[src/rtl/cmp_pipe_pkg.sv]
// Shared compare definitions: operation encodings and flag-to-result mapping.
package cmp_pkg;

  typedef enum logic [2:0] {
    OP_EQ  = 3'd0,
    OP_NE  = 3'd1,
    OP_LT  = 3'd2,
    OP_GE  = 3'd3,
    OP_LTU = 3'd4,
    OP_GEU = 3'd5,
    OP_LE  = 3'd6,
    OP_GT  = 3'd7
  } cmp_op_e;

  typedef struct packed {
    logic z;
    logic n;
    logic v;
    logic c;
  } flags_t;

  // Opcodes come in base/inverted pairs: op[2:1] picks the base relation,
  // op[0] inverts it (NE, GE, GEU, GT).
  localparam logic [1:0] BASE_EQ  = 2'd0;
  localparam logic [1:0] BASE_LT  = 2'd1;
  localparam logic [1:0] BASE_LTU = 2'd2;
  localparam logic [1:0] BASE_LE  = 2'd3;

  function automatic logic cmp_result(input cmp_op_e op, input flags_t f);
    logic [2:0] code;
    logic       lt;
    logic       base;
    code = op;
    lt   = f.n ^ f.v;
    base = 1'b0;
    case (code[2:1])
      BASE_EQ:  base = f.z;
      BASE_LT:  base = lt;
      BASE_LTU: base = ~f.c;
      BASE_LE:  base = lt | f.z;
    endcase
    return base ^ code[0];
  endfunction

endpackage

[src/rtl/cmp_pipe_if.sv]
// Operand/result handshake bundle for cmp_pipe.
interface cmp_pipe_if #(
  parameter int unsigned WIDTH = 16,
  parameter int unsigned CNT_W = 8
);
  logic [WIDTH-1:0] I0;
  logic [WIDTH-1:0] I1;
  logic [2:0]       OP;
  logic             I_VALID;
  logic             I_READY;
  logic             O;
  logic             O_VALID;
  logic             O_READY;
  logic             CLR;
  logic [CNT_W-1:0] CNT;

  modport master (
    output I0, I1, OP, I_VALID, O_READY, CLR,
    input  I_READY, O, O_VALID, CNT
  );

  modport slave (
    input  I0, I1, OP, I_VALID, O_READY, CLR,
    output I_READY, O, O_VALID, CNT
  );
endinterface

[src/rtl/cmp_pipe_sub_slice.sv]
// Half-width ripple subtract slice: a + ~b + cin, with carry-out and zero flag.
module sub_slice #(
  parameter int unsigned W = 8
) (
  input  logic [W-1:0] a_i,
  input  logic [W-1:0] b_i,
  input  logic         cin_i,
  output logic [W-1:0] sum_o,
  output logic         cout_o,
  output logic         zero_o
);

  logic carry;

  // Bit-serial ripple through the slice.
  always_comb begin
    carry = cin_i;
    sum_o = '0;
    for (int unsigned k = 0; k < W; k++) begin
      sum_o[k] = a_i[k] ^ ~b_i[k] ^ carry;
      carry    = (a_i[k] & ~b_i[k]) | (carry & (a_i[k] ^ ~b_i[k]));
    end
    cout_o = carry;
  end

  assign zero_o = ~|sum_o;

endmodule

[src/rtl/cmp_pipe.sv]
// Two-stage pipelined comparator with valid/ready handshake and a
// saturating count of delivered true results.
module cmp_pipe
  import cmp_pkg::*;
#(
  parameter int unsigned WIDTH = 16,
  parameter int unsigned CNT_W = 8
) (
  input logic     CLK,
  input logic     RESETN,
  cmp_pipe_if.slave bus
);

  localparam int unsigned H = WIDTH / 2;

  logic [H-1:0]     unused_lo_sum;
  logic [H-2:0]     unused_hi_bits;
  logic             lo_c, lo_z;
  logic [H-1:0]     hi_sum;
  logic             hi_c, hi_z;
  flags_t           flags;
  logic             res;
  logic             b_load, a_ready;

  logic             a_vld_q, a_vld_d;
  logic             a_c_q, a_c_d;
  logic             a_z_q, a_z_d;
  logic [H-1:0]     a_hi0_q, a_hi0_d;
  logic [H-1:0]     a_hi1_q, a_hi1_d;
  cmp_op_e          a_op_q, a_op_d;
  logic             b_vld_q, b_vld_d;
  logic             o_q, o_d;
  logic [CNT_W-1:0] cnt_q, cnt_d;

  sub_slice #(.W(H)) u_lo (
    .a_i    (bus.I0[H-1:0]),
    .b_i    (bus.I1[H-1:0]),
    .cin_i  (1'b1),
    .sum_o  (unused_lo_sum),
    .cout_o (lo_c),
    .zero_o (lo_z)
  );

  sub_slice #(.W(H)) u_hi (
    .a_i    (a_hi0_q),
    .b_i    (a_hi1_q),
    .cin_i  (a_c_q),
    .sum_o  (hi_sum),
    .cout_o (hi_c),
    .zero_o (hi_z)
  );

  assign unused_hi_bits = hi_sum[H-2:0];

  // Stage B flag formation and result selection.
  always_comb begin
    flags.z = a_z_q & hi_z;
    flags.n = hi_sum[H-1];
    flags.c = hi_c;
    flags.v = (a_hi0_q[H-1] ^ a_hi1_q[H-1]) & (flags.n ^ a_hi0_q[H-1]);
    res     = cmp_result(a_op_q, flags);
  end

  // Pipeline advance, stage loads and counter next-state.
  always_comb begin
    b_load  = ~b_vld_q | bus.O_READY;
    a_ready = ~a_vld_q | b_load;

    a_vld_d = a_vld_q;
    a_c_d   = a_c_q;
    a_z_d   = a_z_q;
    a_hi0_d = a_hi0_q;
    a_hi1_d = a_hi1_q;
    a_op_d  = a_op_q;
    b_vld_d = b_vld_q;
    o_d     = o_q;
    cnt_d   = cnt_q;

    if (a_ready) begin
      a_vld_d = bus.I_VALID;
      a_c_d   = lo_c;
      a_z_d   = lo_z;
      a_hi0_d = bus.I0[WIDTH-1:H];
      a_hi1_d = bus.I1[WIDTH-1:H];
      a_op_d  = cmp_op_e'(bus.OP);
    end

    if (b_load) begin
      b_vld_d = a_vld_q;
      o_d     = a_vld_q & res;
    end

    if (bus.CLR) begin
      cnt_d = '0;
    end else if (b_vld_q && bus.O_READY && o_q && !(&cnt_q)) begin
      cnt_d = cnt_q + 1'b1;
    end
  end

  // State registers; reset empties both stages and the counter.
  always_ff @(posedge CLK or negedge RESETN) begin
    if (!RESETN) begin
      a_vld_q <= 1'b0;
      a_c_q   <= 1'b0;
      a_z_q   <= 1'b0;
      a_hi0_q <= '0;
      a_hi1_q <= '0;
      a_op_q  <= OP_EQ;
      b_vld_q <= 1'b0;
      o_q     <= 1'b0;
      cnt_q   <= '0;
    end else begin
      a_vld_q <= a_vld_d;
      a_c_q   <= a_c_d;
      a_z_q   <= a_z_d;
      a_hi0_q <= a_hi0_d;
      a_hi1_q <= a_hi1_d;
      a_op_q  <= a_op_d;
      b_vld_q <= b_vld_d;
      o_q     <= o_d;
      cnt_q   <= cnt_d;
    end
  end

  assign bus.I_READY = a_ready;
  assign bus.O       = o_q;
  assign bus.O_VALID = b_vld_q;
  assign bus.CNT     = cnt_q;

endmodule

[src/flat_wrapper.sv]
// flat-port wrapper written by rule: the top's interface ports become plain ports
module cmp_pipe_flat import cmp_pkg::*;
#(
  parameter int unsigned WIDTH = 16,
  parameter int unsigned CNT_W = 8
)
  (CLK, RESETN, bus_I0, bus_I1, bus_OP, bus_I_VALID, bus_O_READY, bus_CLR, bus_I_READY, bus_O, bus_O_VALID, bus_CNT);
  cmp_pipe_if #(.WIDTH(WIDTH), .CNT_W(CNT_W)) bus_i ();
  input logic CLK;
  input logic RESETN;
  input wire logic [$bits(bus_i.I0)-1:0] bus_I0;
  input wire logic [$bits(bus_i.I1)-1:0] bus_I1;
  input wire logic [$bits(bus_i.OP)-1:0] bus_OP;
  input wire logic [$bits(bus_i.I_VALID)-1:0] bus_I_VALID;
  input wire logic [$bits(bus_i.O_READY)-1:0] bus_O_READY;
  input wire logic [$bits(bus_i.CLR)-1:0] bus_CLR;
  output wire logic [$bits(bus_i.I_READY)-1:0] bus_I_READY;
  output wire logic [$bits(bus_i.O)-1:0] bus_O;
  output wire logic [$bits(bus_i.O_VALID)-1:0] bus_O_VALID;
  output wire logic [$bits(bus_i.CNT)-1:0] bus_CNT;
  assign bus_i.I0 = bus_I0;
  assign bus_i.I1 = bus_I1;
  assign bus_i.OP = bus_OP;
  assign bus_i.I_VALID = bus_I_VALID;
  assign bus_i.O_READY = bus_O_READY;
  assign bus_i.CLR = bus_CLR;
  assign bus_I_READY = bus_i.I_READY;
  assign bus_O = bus_i.O;
  assign bus_O_VALID = bus_i.O_VALID;
  assign bus_CNT = bus_i.CNT;
  cmp_pipe #(.WIDTH(WIDTH), .CNT_W(CNT_W)) u_core (.CLK(CLK), .RESETN(RESETN), .bus(bus_i));
endmodule
[config.mk]
export PLATFORM = sky130hd
export DESIGN_NAME = cmp_pipe_flat
export DESIGN_NICKNAME = d
export VERILOG_FILES = /design/src/rtl/cmp_pipe_pkg.sv /design/src/rtl/cmp_pipe_if.sv /design/src/rtl/cmp_pipe_sub_slice.sv /design/src/rtl/cmp_pipe.sv /design/src/flat_wrapper.sv
export SDC_FILE = /design/constraint.sdc
export NUM_CORES = 1
export LEC_CHECK = 0
export BUFFER_PORTS_ARGS = -buffer_cell sky130_fd_sc_hd__buf_2
export CORE_MARGIN = 2
export CORE_UTILIZATION = 52
export DETAILED_ROUTE_END_ITERATION = 8
export GPL_ROUTABILITY_DRIVEN = 0
export PLACE_DENSITY_LB_ADDON = 0.08
export SLEW_MARGIN = 20
export SYNTH_ARGS = -nofsm -noshare
export SYNTH_HDL_FRONTEND = slang
export SYNTH_SLANG_ARGS = --single-unit
[constraint.sdc]
create_clock -name CLK -period 6 [get_ports CLK]
set_input_delay 1.2 -clock CLK [delete_from_list [all_inputs] [get_ports CLK]]
set_output_delay 1.2 -clock CLK [all_outputs]
set_load 0.05 [all_outputs]
==> Word-level counts from Yosys, hierarchy flattened <==
Cells that the tools add are included.
{ "totals": {"ff_bits": 32, "inputBits": 40, "out_inout_bits": 11, "wordCells": 135} }
{ "op_classes": {"add_sub_neg": 1, "n_eq_ne": 3, "mux": 3, "bitwise": 108, "reduce_logical": 11} }
{ "ops": {"columns": ["cell", "count"], "rows": [
  ["XOR 1 bit", 35],
  ["bitwise AND 1 bit", 34],
  ["NOT 1 bit", 20],
  ["OR 1 bit", 19],
  ["2-to-1 mux 8 bit", 2],
  ["OR reduction 8 bit", 2],
  ["adder 8 x 1 -> 8 bit, second input constant", 1],
  ["AND reduction 8 bit", 1],
  ["equality test 2 bit, second input constant", 2],
  ["case mux 1 bit (4 select lines)", 1],
  ["logical AND 1 bit", 3],
  ["logical NOT 1 bit", 3],
  ["equality test 2 x 1 -> 1 bit, second input constant", 1],
  ["logical NOT 2 bit", 1],
  ["nonzero test 2 bit", 1]
]} }

==> Logic depth before layout (Yosys ltp) <==
{ "depth": {"word_depth": 24, "depth_mapped": 15, "ltp_nobuf": 15} }

==> Cells and area by module <==
A second synthesis with hierarchy kept.
{ "unflattened": {"cells_unflattened": 164, "area_unflattened_um2": 1890.6} }
{ "by_module_without_submodules": {"columns": ["module", "instances", "cells_per_inst", "area_per_inst_um2", "seq_area_each_um2"], "rows": [
  ["cmp_pipe", 1, 108, 1392.6, 800.8],
  ["sub_slice", 2, 28, 249.0, 0.0]
]} }

==> Least setup slack after synthesis <==
OpenSTA, ideal clock, no wires.
{ "synth_timing": {"kind": "input port to flip-flop", "start": "input bus_I0[0]", "end": "register u_core.a_z_q", "arrival_time_ps": 4481, "setup_slack_ps": 1455, "path_stages": 13, "path_buffers": 0, "path_cell_list": "inv_1 ha_1 fa_1 fa_1 fa_1 fa_1 fa_1 fa_1 inv_1 fa_1 nand4b_1 nor2_1 mux2_2"} }
{ "synth_between": {"elab_chain_len": 17} }
{ "synth_lines": {"columns": ["item", "line_no", "source"], "rows": [
  ["from (decl)", "flat_wrapper.sv:11", "input wire logic [$bits(bus_i.I0)-1:0] bus_I0;"],
  ["bitwise AND 1 bit or XOR 1 bit (tied branches)", "cmp_pipe_sub_slice.sv:21, cmp_pipe_sub_slice.sv:20", null],
  ["OR 1 bit", "cmp_pipe_sub_slice.sv:21", "carry = (a_i[k] & ~b_i[k]) | (carry & (a_i[k] ^ ~b_i[k]));"],
  ["bitwise AND 1 bit", "cmp_pipe_sub_slice.sv:21", null],
  ["OR 1 bit", "cmp_pipe_sub_slice.sv:21", null],
  ["bitwise AND 1 bit", "cmp_pipe_sub_slice.sv:21", null],
  ["OR 1 bit", "cmp_pipe_sub_slice.sv:21", null],
  ["bitwise AND 1 bit", "cmp_pipe_sub_slice.sv:21", null],
  ["OR 1 bit", "cmp_pipe_sub_slice.sv:21", null],
  ["bitwise AND 1 bit", "cmp_pipe_sub_slice.sv:21", null],
  ["OR 1 bit", "cmp_pipe_sub_slice.sv:21", null],
  ["bitwise AND 1 bit", "cmp_pipe_sub_slice.sv:21", null],
  ["OR 1 bit", "cmp_pipe_sub_slice.sv:21", null],
  ["bitwise AND 1 bit", "cmp_pipe_sub_slice.sv:21", null],
  ["OR 1 bit", "cmp_pipe_sub_slice.sv:21", null],
  ["XOR 1 bit", "cmp_pipe_sub_slice.sv:20", "sum_o[k] = a_i[k] ^ ~b_i[k] ^ carry;"],
  ["OR reduction 8 bit *", "cmp_pipe_sub_slice.sv:26", "assign zero_o = ~|sum_o;"],
  ["logical NOT 1 bit *", "cmp_pipe_sub_slice.sv:26", null],
  ["to (signal assigned)", "cmp_pipe.sv:115", "a_z_q <= a_z_d;"],
  ["to (decl)", "cmp_pipe.sv:27", "logic a_z_q, a_z_d;"]
]} }
Every way passes the cells marked *; elsewhere a longest branch is shown, timed or not.
A chain may end at the register's enable or synchronous reset.

==> Worst setup path in the final report <==
{ "layout_timing": {"start": "register u_core.a_hi1_q[0]", "end": "register u_core.o_q, in the netlist u_core.bus.O"} }
{ "layout_between": {"elab_chain_len": 24} }
{ "layout_lines": {"columns": ["item", "line_no", "source"], "rows": [
  ["from (decl)", "cmp_pipe.sv:29", "logic [H-1:0] a_hi1_q, a_hi1_d;"],
  ["from (signal assigned)", "cmp_pipe.sv:117", "a_hi1_q <= a_hi1_d;"],
  ["NOT 1 bit *", "cmp_pipe_sub_slice.sv:20, cmp_pipe_sub_slice.sv:21", null],
  ["XOR 1 bit", "cmp_pipe_sub_slice.sv:20, cmp_pipe_sub_slice.sv:21", null],
  ["bitwise AND 1 bit", "cmp_pipe_sub_slice.sv:21", null],
  ["OR 1 bit", "cmp_pipe_sub_slice.sv:21", null],
  ["bitwise AND 1 bit", "cmp_pipe_sub_slice.sv:21", null],
  ["OR 1 bit", "cmp_pipe_sub_slice.sv:21", null],
  ["bitwise AND 1 bit", "cmp_pipe_sub_slice.sv:21", null],
  ["OR 1 bit", "cmp_pipe_sub_slice.sv:21", null],
  ["(+8 left out)", null, null],
  ["XOR 1 bit", "cmp_pipe_sub_slice.sv:20", null],
  ["OR reduction 8 bit or XOR 1 bit (tied branches)", "cmp_pipe_sub_slice.sv:26, cmp_pipe.sv:60", null],
  ["logical NOT 1 bit or bitwise AND 1 bit (tied branches)", "cmp_pipe_sub_slice.sv:26, cmp_pipe.sv:60", null],
  ["bitwise AND 1 bit or XOR 1 bit (tied branches)", "cmp_pipe.sv:57, cmp_pipe_pkg.sv:34", null],
  ["OR 1 bit", "cmp_pipe_pkg.sv:40", "BASE_LE: base = lt | f.z;"],
  ["case mux 1 bit (4 select lines) *", "cmp_pipe_pkg.sv:36", "case (code[2:1])"],
  ["XOR 1 bit *", "cmp_pipe_pkg.sv:42", "return base ^ code[0];"],
  ["bitwise AND 1 bit *", "cmp_pipe.sv:90", "o_d = a_vld_q & res;"],
  ["to (signal assigned)", "cmp_pipe.sv:110", "o_q <= 1'b0;"],
  ["to (signal assigned)", "cmp_pipe.sv:120", "o_q <= o_d;"],
  ["to (decl)", "cmp_pipe.sv:32", "logic o_q, o_d;"]
]} }
Marked as above.

==> run metrics <==
final WL=3.33 mm; Setup crit start kind=flip-flop; CP max stage cell=fa_1; die height=around 64 um; CORE AREA=3390 um^2; f_max=211 MHz; Reg clk slew, reported paths=100 ps; Final Max Slew Viols=0; Inst Count DP=247; PortBufs=50; critical path capture point type=flip-flop; YS warnings=0; dpl hpwl=2.64 mm; Max-Cap Viols=0; vias per inst=around 5.0; diode count=0; PD cells=224 nW/um^2; Worst Tran Pin Value=700 ps; predominant post-synthesis flop cell=dfrtp_1; CP most frequent cell=fa_1; Clk pwr share=26.0%; Post-CTS Setup Bufs=0; Area growth syn-to-layout=18.1%; CTS sink count=32; synth unique cells=40; combinational share of power=24.1%; DRT iter0 DRCs=39; Post-Layout Cell Count=255; R2R depth=15; Fill cells=approximately 290; post-route ant nets=0; Synth Register Bits=32; RSZ-0062 raised after global routing=false; crit-path max cell delay=460 ps; flop2flop setup slack=~1300 ps; All-Layer GR Usage=about a fifth; # hold bufs at CTS=0; Reg2Reg Capture Point=u_core.bus.O; synthesized instance count=roughly 160; Flop pwr share=49.9%; setup_tns=0 ps; endpoints failing hold=0; Req. time, crit path=6180 ps; reg-to-reg startpoint=u_core.a_hi1_q[0]; Root Driver=clkbuf_4; Sw Ratio=a little under a third; routed len/inst=13.1 um; Syn Area/Cell=12.0 um^2; # DRC=0; initial antenna violation count=0; Pleak=1.08 nW; hold path endpoint=u_core.a_op_q[0]; Slew HR=a little over half; Nets=266; Die Width=~64 um; Worst Hold Class=flip-flop to flip-flop; share of cells above drive strength 1=38.3%; Buf/Inv on CP=3; crit-path cells=inv_1 > fa_1 > inv_1 > fa_1 > fa_1 > fa_1 > fa_1 > fa_1 > fa_1 > inv_1 > fa_1 > or3b_1 > nor4_2 > o31a_1 > o211ai_1; starting density of the core=a little under three fifths; period utilization=79.1%; total gr overflow=0; CP delay by family, top=adder cells; Hold Startpoint=u_core.a_op_q[0]; Syn Nets=214; Final Critical Period=4750 ps; crit path DAT=4930 ps; peak supply drop=145 uV; CTS tree=yes; Final Skew=10.8 ps; Switch Pwr=0.150 mW; post-CTS sizing=0; Util after Layout=65.0%; Final Hold Slack=555 ps; Clock Latency Late Sink=320 ps; Yosys top cell by area=dfrtp_1; ys async rst share=100%; final setup violation count=0; Cell Rows=21; largest net degree at the start of global routing=33; DR pass1 iterations=4; first-pass GRT wire length=6.11 mm; Seq/Total Area, Yosys=43.0%; I/O pins=51; Internal=approximately 0.34 mW; Synth Cell Area=1860 um^2; die footprint=4080 um^2; TritonCTS Buffers=5; buffer levels on the longest clock path=2; vias in the first global route=1396; H-tree depth=2; top cells by area, synth=dfrtp_1 43%, fa_1 17%, mux2_2 7.9%, inv_1 3.8%, nand2_1 2.6%; status=complete, no violations; via count=around 1300; critical setup path kind=flip-flop to flip-flop; Max FO, Critical Path=2; EDFF count, synth=0; Worst Hold Depth=1; synth cell count leaders=32 x dfrtp_1, 19 x inv_1, 16 x fa_1, 13 x mux2_2, 13 x nand2_1; Synth top area share=a little over two fifths; most common cell in the synthesized netlist=dfrtp_1
## worst max-delay path by stage
stage	startpoint	end	slack (ps)	depth (start not counted)
CTS	u_core.a_hi1_q[0]	u_core.bus.O	1220	15
floorplan	bus_I0[0]	u_core.a_z_q	1450	13
global placement	bus_I1[0]	u_core.a_z_q	1260	13
global route	u_core.a_hi1_q[0]	u_core.bus.O	990	15
finish	u_core.a_hi1_q[0]	u_core.bus.O	1250	15
detailed placement	bus_I1[0]	u_core.a_z_q	1190	13
## routing by layer
metal | part of all wire (%) | global-route usage (%) | vias up | wire length (um)
met5 | 0 | 0 | - | 0
met4 | 1.4 | 7.88 | 0 | 48
li1 | - | - | 626 | -
met1 | 41 | 24.2 | 622 | 1380
met2 | 53 | 33.2 | 31 | 1760
met3 | 4.2 | 3.70 | 5 | 140
## worst reg2reg max path, delay by kind of cell (launching register included)
kind	cells	cell delay, ps
fa+ha+maj	8	3170
simple gates	2	560
flops	1	380
compound gates	2	260
buf+inv	3	240
## cells in the final DEF (no fill, tap or decap), drive strengths merged, types with 2 or more instances in the layout
| cell type | count |
|---|---|
| buf | 50 |
| dfrtp | 32 |
| inv | 19 |
| fa | 16 |
| nand2 | 14 |
| mux2 | 13 |
| o21ai | 9 |
| nor2 | 8 |
| clkbuf | 7 |
| nand4 | 5 |
| xor2 | 5 |
| o211ai | 3 |
| mux2i | 2 |
| nor2b | 2 |
| ha | 2 |
| and3 | 2 |
## layout make-up
| class | instances | area (um^2) | share of cell area (%) |
|---|---|---|---|
| Sequential cell | 32 | 801 | 36.4 |
| Inverter | 19 | 71.3 | 3.24 |
| Clock buffer | 7 | 55.1 | 2.50 |
| Tap cell | 46 | 57.6 | 2.61 |
| Clock inverter | 1 | 7.51 | 0.341 |
| Multi-Input combinational cell | 100 | 960 | 43.6 |
| Timing Repair Buffer | 50 | 250 | 11.4 |
## through the flow
step	total power, mW	setup WS, ps	instance area, um^2
after global routing	0.530	991	2200
after CTS	0.500	1220	2200
after floorplan	0.332	1450	1860
after global placement	0.363	1260	2140
after detailed placement	0.370	1190	2140
final	0.492	1250	2200
## flip-flops by register name (all words and copies together), names as in the netlist
signal / count
u_core.a_z_q: 1
u_core.a_op_q: 3
u_core.bus.O: 1
u_core.bus.O_VALID: 1
u_core.a_hi0_q: 8
u_core.a_c_q: 1
u_core.bus.CNT: 8
u_core.a_vld_q: 1
u_core.a_hi1_q: 8
## power groups by stage
stage | clock network, mW | logic (mW) | registers (mW)
5_1_grt | 0.144 | 0.138 | 0.249
3_5_place_dp | 0 | 0.120 | 0.251
6_report | 0.128 | 0.119 | 0.246
3_3_place_gp | 0 | 0.114 | 0.249
4_1_cts | 0.133 | 0.121 | 0.246
2_1_floorplan | 0 | 0.0743 | 0.257
## kinds of logic after synthesis
kind of cell | share of synthesized area, %
muxes | 8.93
and+or+nand+nor | 14.2
adders and majority gates | 18.5
DFF | 43.0
buffers and inverters | 5.57
xor gates and xnor gates | 2.35
AOI/OAI and AO/OA | 7.52
(Power assumes the default switching activity.)
